File: config.mk
export PLATFORM = sky130hd
export DESIGN_NAME = ras_ctrl
export DESIGN_NICKNAME = d
export VERILOG_FILES = /design/src/rtl/ras_pkg.sv /design/src/rtl/ras_close_sched.sv /design/src/rtl/ras_ctrl.sv
export SDC_FILE = /design/constraint.sdc
export NUM_CORES = 1
export LEC_CHECK = 0
export BUFFER_PORTS_ARGS = -buffer_cell sky130_fd_sc_hd__buf_4
export CAP_MARGIN = 10
export CELL_PAD_IN_SITES_DETAIL_PLACEMENT = 1
export CELL_PAD_IN_SITES_GLOBAL_PLACEMENT = 1
export CORE_MARGIN = 1
export CORE_UTILIZATION = 33
export DETAILED_ROUTE_END_ITERATION = 10
export PLACE_DENSITY_LB_ADDON = 0.3
export SETUP_SLACK_MARGIN = 0.15
export SLEW_MARGIN = 20
export SYNTH_ARGS = -nofsm -noshare
export SYNTH_HDL_FRONTEND = slang
export SYNTH_SLANG_ARGS = --single-unit
File: constraint.sdc
create_clock -name clk -period 5.12 [get_ports clk]
set_clock_uncertainty 0.15 [all_clocks]
set_input_delay 0.256 -clock clk [delete_from_list [all_inputs] [get_ports clk]]
set_output_delay 0.256 -clock clk [all_outputs]
set_load 0.05 [all_outputs]
File: src/rtl/ras_pkg.sv
// Shared definitions for the return-address-stack controller and the stack itself.
package ras_pkg;

   typedef enum logic [1:0] {INIT, RUN, FLUSH} state_e;

   localparam int RAS_MAX_BRANCHES = 128;
   localparam int RAS_CLOSE_GAP    = 2;

   // Width needed to hold a count from 0 to n inclusive.
   function automatic int cnt_w(input int n);
      return $clog2(n + 1);
   endfunction

endpackage

File: src/rtl/ras_close_sched.sv
// Close scheduler: counts correct resolutions awaiting a close_valid pulse and
// spaces the pulses with a reload-on-issue gap timer.
module ras_close_sched import ras_pkg::*; #(
   parameter int  MAX_BRANCHES = RAS_MAX_BRANCHES,
   parameter int  CLOSE_GAP    = RAS_CLOSE_GAP,
   localparam int CW           = cnt_w(MAX_BRANCHES),
   localparam int GW           = cnt_w(CLOSE_GAP)
) (
   input  logic          clk,
   input  logic          reset,
   input  logic          run_i,
   input  logic          flush_i,
   input  logic          res_ok_i,
   output logic          close_issue_next_o,
   output logic [CW-1:0] pending_o
);

   logic [CW-1:0] pending_q, pending_d;
   logic [GW-1:0] gap_q, gap_d;

   // A resolution arriving this cycle may be closed immediately.
   always_comb begin
      close_issue_next_o = run_i && !flush_i && (gap_q == '0) &&
                           ((pending_q != '0) || res_ok_i);
      pending_d = pending_q;
      gap_d     = gap_q;
      if (!run_i || flush_i) begin
         pending_d = '0;
         gap_d     = '0;
      end else begin
         if (gap_q != '0)
            gap_d = gap_q - GW'(1);
         if (close_issue_next_o)
            gap_d = GW'(CLOSE_GAP);
         if (res_ok_i && !close_issue_next_o)
            pending_d = pending_q + CW'(1);
         else if (!res_ok_i && close_issue_next_o)
            pending_d = pending_q - CW'(1);
      end
   end

   always_ff @(posedge clk) begin
      if (!reset) begin
         pending_q <= '0;
         gap_q     <= '0;
      end else begin
         pending_q <= pending_d;
         gap_q     <= gap_d;
      end
   end

   assign pending_o = pending_q;

endmodule

File: src/rtl/ras_ctrl.sv
// Drives the return address stack from fetch and branch resolution.
// Optional RAS_CTRL_STATS_EN adds saturating flush / full-stall counters.
module ras_ctrl import ras_pkg::*; #(
   parameter int  WIDTH        = 32,
   parameter int  MAX_BRANCHES = RAS_MAX_BRANCHES,
   parameter int  CLOSE_GAP    = RAS_CLOSE_GAP,
   localparam int CW           = cnt_w(MAX_BRANCHES)
) (
   input  logic             clk,
   input  logic             reset,
   input  logic             fe_call,
   input  logic             fe_ret,
   input  logic             fe_br,
   input  logic [WIDTH-1:0] fe_ret_addr,
   output logic             fe_ready,
   input  logic             res_valid,
   input  logic             res_mispredict,
   output logic             ras_push,
   output logic             ras_pop,
   output logic             ras_branch,
   output logic             ras_close_valid,
   output logic             ras_close_invalid,
   output logic [WIDTH-1:0] ras_din,
   input  logic [WIDTH-1:0] ras_dout,
   input  logic             ras_empty,
   output logic             ret_target_valid,
   output logic             ret_target_hit,
   output logic [WIDTH-1:0] ret_target,
   output logic [CW-1:0]    outstanding,
   output logic             err
`ifdef RAS_CTRL_STATS_EN
  ,output logic [31:0]      stat_flush,
   output logic [31:0]      stat_full_stall
`endif
);

   state_e           state_q, state_d;
   logic [CW-1:0]    outst_q, outst_d, pending;
   logic             push_q, pop_q, br_q, cv_q, cinv_q, rv_q, hit_q, err_q;
   logic [WIDTH-1:0] din_q;
   logic             run, matched, mis_now, res_ok, full, close_issue_next;
   logic             acc_call, acc_ret, acc_br;

   ras_close_sched #(.MAX_BRANCHES(MAX_BRANCHES), .CLOSE_GAP(CLOSE_GAP)) u_sched (
      .clk               (clk),
      .reset             (reset),
      .run_i             (run),
      .flush_i           (mis_now),
      .res_ok_i          (res_ok),
      .close_issue_next_o(close_issue_next),
      .pending_o         (pending)
   );

   // A resolution only matches a branch that is open and not yet resolved.
   always_comb begin
      run      = (state_q == RUN);
      matched  = (pending != outst_q);
      mis_now  = run && res_valid && res_mispredict && matched;
      res_ok   = run && res_valid && !res_mispredict && matched;
      full     = (outst_q == CW'(MAX_BRANCHES));
      fe_ready = reset && run && !mis_now && !close_issue_next && !(fe_br && full);
      acc_call = fe_ready && fe_call;
      acc_ret  = fe_ready && !fe_call && fe_ret;
      acc_br   = fe_ready && !fe_call && !fe_ret && fe_br;

      state_d = state_q;
      case (state_q)
         INIT:    state_d = RUN;
         RUN:     state_d = mis_now ? FLUSH : RUN;
         FLUSH:   state_d = RUN;
         default: state_d = INIT;
      endcase

      outst_d = outst_q;
      if (!run || mis_now)
         outst_d = '0;
      else if (acc_br)
         outst_d = outst_q + CW'(1);
      else if (close_issue_next)
         outst_d = outst_q - CW'(1);
   end

   always_ff @(posedge clk) begin
      if (!reset) begin
         state_q <= INIT;
         outst_q <= '0;
         push_q  <= 1'b0;
         pop_q   <= 1'b0;
         br_q    <= 1'b0;
         cv_q    <= 1'b0;
         cinv_q  <= 1'b0;
         din_q   <= '0;
         rv_q    <= 1'b0;
         hit_q   <= 1'b0;
         err_q   <= 1'b0;
      end else begin
         state_q <= state_d;
         outst_q <= outst_d;
         push_q  <= acc_call;
         pop_q   <= acc_ret;
         br_q    <= acc_br;
         cv_q    <= close_issue_next;
         cinv_q  <= (state_q == INIT) || mis_now;
         if (acc_call)
            din_q <= fe_ret_addr;
         rv_q    <= pop_q;
         hit_q   <= pop_q && !ras_empty;
         err_q   <= err_q || (run && res_valid && !matched);
      end
   end

   assign ras_push          = push_q;
   assign ras_pop           = pop_q;
   assign ras_branch        = br_q;
   assign ras_close_valid   = cv_q;
   assign ras_close_invalid = cinv_q;
   assign ras_din           = din_q;
   assign ret_target_valid  = rv_q;
   assign ret_target_hit    = hit_q;
   assign ret_target        = rv_q ? ras_dout : '0;
   assign outstanding       = outst_q;
   assign err               = err_q;

`ifdef RAS_CTRL_STATS_EN
   logic [31:0] sflush_q, sstall_q;

   always_ff @(posedge clk) begin
      if (!reset) begin
         sflush_q <= '0;
         sstall_q <= '0;
      end else begin
         if (mis_now && (sflush_q != '1))
            sflush_q <= sflush_q + 32'd1;
         if (run && fe_br && full && (sstall_q != '1))
            sstall_q <= sstall_q + 32'd1;
      end
   end

   assign stat_flush      = sflush_q;
   assign stat_full_stall = sstall_q;
`endif

endmodule

==> summary.md <==
| Metric | Value |
|---|---|
| Worst hold slack | `0.0142 ns` |
| Fraction of layout cells with a size suffix above 1 | `0.336` |
| CP startpoint | `outstanding[0]` |
| Post-synthesis instance total | `397` |
| Worst hold path type | `input pin to flop` |
| Crit path capture type | `flop` |
| Synth cell types | `49` |
| Die width | `around 100 microns` |
| CTS resizes | `0` |
| DRT Pass-1 Iters | `4` |
| Reg2reg setup slack | `0.62 ns` |
| Reg2reg end | `u_sched.pending_o[7]` |
| Most prevalent standard cell on the critical path | `a21oi_1` |
| Crit-path max FO | `11` |
| Overall power | `2830 uW` |
| CTS tree | `done` |
| H-tree levels | `3` |
| FFs w/ async S/R, synth | `0` |
| Hold path depth | `3` |
| CTS sink count | `60` |
| Post-DP HPWL | `9030 microns` |
| Largest net degree at the start of global routing | `37` |
| Final cycle utilization of the critical path | `0.879` |
| Crit path cell chain | `xnor2_1 -> and4_1 -> a21oi_1 -> a211oi_2 -> inv_2 -> ha_1 -> inv_1 -> ha_1 -> a21oi_1 -> o211ai_1 -> o41ai_1 -> xnor2_1 -> or3_1 -> a21oi_1` |
| Slew @ Worst Pin | `approximately 1.1 ns` |
| Initial Utilization | `0.341` |
| Number of CTS-inserted buffers | `9` |
| Reg2reg path depth | `14` |
| Fin nets | `623` |
| Status | `completed` |
| FF+latch count, synth | `60` |
| WP data required | `5.24 ns` |
| Total track usage | `0.234` |
| Peak Freq | `0.222 GHz` |
| Yosys Warn Count | `0` |
| Grt total ovfl | `0` |
| Syn avg cell area | `8.43 sq um` |
| Chip Height | `103 microns` |
| I/O Buffers | `~150` |
| Vias after detailed routing | `3602` |
| First-pass GRT wire length | `18700 microns` |
| Slowest cell on crit path | `a211oi_2` |
| Ports | `153` |
| Avg Vias per Cell | `5.34` |
| Clock latency on the worst-skew pair | `0.35 ns` |
| Final WL | `12600 microns` |
| Critical path arrival | `4.62 ns` |
| Final Setup Violations | `0` |
| Crit path kind | `flop to flop` |
| EDFF count, synth | `0` |
| Min-delay src | `fe_ret_addr[14]` |
| Routed wire per std cell | `18.7 microns` |
| Synth area leaders | `dfxtp_1 (36%), a21oi_1 (7.2%), o31ai_1 (7.2%), nand4_1 (6.5%), and2_1 (6.4%)` |
| Pins Over Slew Limit | `0` |
| Mapped Area | `~3300 sq um` |
| RSZ-0062 raised after global routing | `false` |
| Most frequent cell after synthesis | `dfxtp_1` |
| Clk pin slew, worst setup/hold paths | `0.08 ns` |
| Crit path max-delay family | `compound AO/OA/AOI/OAI gates` |
| Register area share after synthesis | `0.359` |
| Root buf cell | `clkbuf_8` |
| Hold endpoint | `ras_din[14]` |
| Area leader, netlist | `dfxtp_1` |
| CP Buf/Inv Count | `2` |
| IR drop worst, VDD | `0.281 mV` |
| Setup WS post-layout | `between 0.6 and 0.7 ns` |
| Vias in the first global route | `3601` |
| Slew headroom | `0.290` |
| Post-Syn Nets | `484` |
| Pre-CTS setup slack | `about 0.65 ns` |
| Initial drt markers | `around 100` |
| Area share of the largest cell type after synthesis | `0.359` |
| Number of diodes | `0` |
| DR DRC count | `0` |
| CTS Buffer Depth | `2` |
| Num rows | `36` |
| Layout Area Growth over Synthesis | `44.6%` |
| Max_cap viols | `0` |
| Crit-path max cell delay | `0.68 ns` |
| Post-route minimum period | `between 4 and 5 ns` |
| CP Launch Type | `flop` |
| Core Region | `9820 sq um` |
| Routability Congestion | `0.787` |
| Power Density | `584 nW/um^2` |
| Reg-to-reg startpoint | `outstanding[0]` |
| Final antenna-violating net count | `0` |
| Die area | `10600 sq um` |
| Most used flip-flop cell after synthesis | `dfxtp_1` |
| Final setup TNS | `0 ns` |
| Antenna violations before repair | `0` |
| Final Hold Fails | `0` |
| Commonest cells post-synth | `dfxtp_1 (60), a21oi_1 (48), nand4_1 (35), and2_1 (34), o31ai_1 (32)` |
| Static Leak | `~0.002 uW` |
| FILL cells | `about 1200` |
==> metrics by stage <==
step           instance area, sq um  utilization  cells
3_5_place_dp                   4550        0.464    653
4_1_cts                        4840        0.493    674
2_1_floorplan                  3350            -    397
6_report                       4840        0.493    674
3_3_place_gp                   4550        0.463    653
5_1_grt                        4840        0.493    674
==> state kept, by name (all words and copies together) (netlist names) <==
name,flops
err,1
outstanding,8
ras_branch,1
ras_close_invalid,1
ras_close_valid,1
ras_din,32
ras_pop,1
ras_push,1
ret_target_hit,1
ret_target_valid,1
state_q,2
u_sched.gap_q,2
u_sched.pending_o,8
==> tightest hold or removal path, stage by stage <==
cell	delay (ns)
buf_4	0.11
nand4_1	0.05
a21oi_1	0.05
==> logic make-up (layout without fill, tap and decap cells) <==
kind of cell / Yosys count / after routing / share of synthesized area
simple gates: 150 / 150 / 0.268
fa+ha+maj: 15 / 15 / 0.0605
flops: 60 / 60 / 0.359
mux: 3 / 3 / 0.00897
xor+xnor: 18 / 18 / 0.0471
compound gates: 108 / 108 / 0.205
buf+inv: 43 / 187 / 0.0512
==> cell type report <==
cell class | instances | area, sq um | area share
clock buffers | 10 | 128 | 0.0264
clock inverters | 6 | 111 | 0.0230
inverters | 11 | 41.3 | 0.00853
multi-input cells | 294 | 1980 | 0.409
flip-flops and latches | 60 | 1200 | 0.248
well taps | 133 | 166 | 0.0344
repair buffers | 160 | 1210 | 0.251
==> routing by layer <==
| metal | vias up | routed length, microns | track usage |
|---|---|---|---|
| li1 | 1738 | - | - |
| met1 | 1734 | 5140 | 0.267 |
| met2 | 113 | 6430 | 0.426 |
| met3 | 17 | 786 | 0.0495 |
| met4 | 0 | 227 | 0.0901 |
| met5 | - | 0 | 0 |
==> worst max path at each step <==
stage | cells past startpoint | end
floorplan | 15 | u_sched.pending_o[7]
global placement | 14 | u_sched.pending_o[7]
detailed placement | 14 | u_sched.pending_o[7]
CTS | 14 | u_sched.pending_o[7]
global route | 14 | u_sched.pending_o[7]
finish | 14 | u_sched.pending_o[7]
==> power by group <==
group          internal [uW]  switching, uW  total (uW)  leakage [uW]
sequential               564            101         666      0.000487
clock                    324            207         531      0.000117
combinational            538           1090        1630       0.00146
total                   1430           1400        2830       0.00206
==> timing repair <==
item | CTS | global route
hold buffers | 5 | 0
setup buffers | 0 | 0
hold endpoints to repair | 5 | 0
==> cells in the final DEF (no fill, tap or decap), types with 2 or more instances in the layout <==
cell and n:
a211oi_2 2, a21o_1 2, a21oi_1 48, a31oi_1 2, and2_1 34, and4_1 2, buf_4 155, bufinv_16 3
clkbuf_8 9, clkinv_1 2, dfxtp_1 60, dlygate4sd3_1 5, fa_1 2, ha_1 13, inv_1 8, mux2i_1 3
nand2_1 4, nand3_1 13, nand4_1 35, nand4b_1 2, nor2_1 25, nor2b_1 3, nor3_1 10, nor3b_1 2
nor4_1 4, nor4b_1 2, o2111ai_1 2, o211ai_1 4, o21ai_0 7, o21bai_1 2, o31ai_1 32, or3_1 3
xnor2_1 14, xor2_1 4
(Power assumes the default switching activity.)
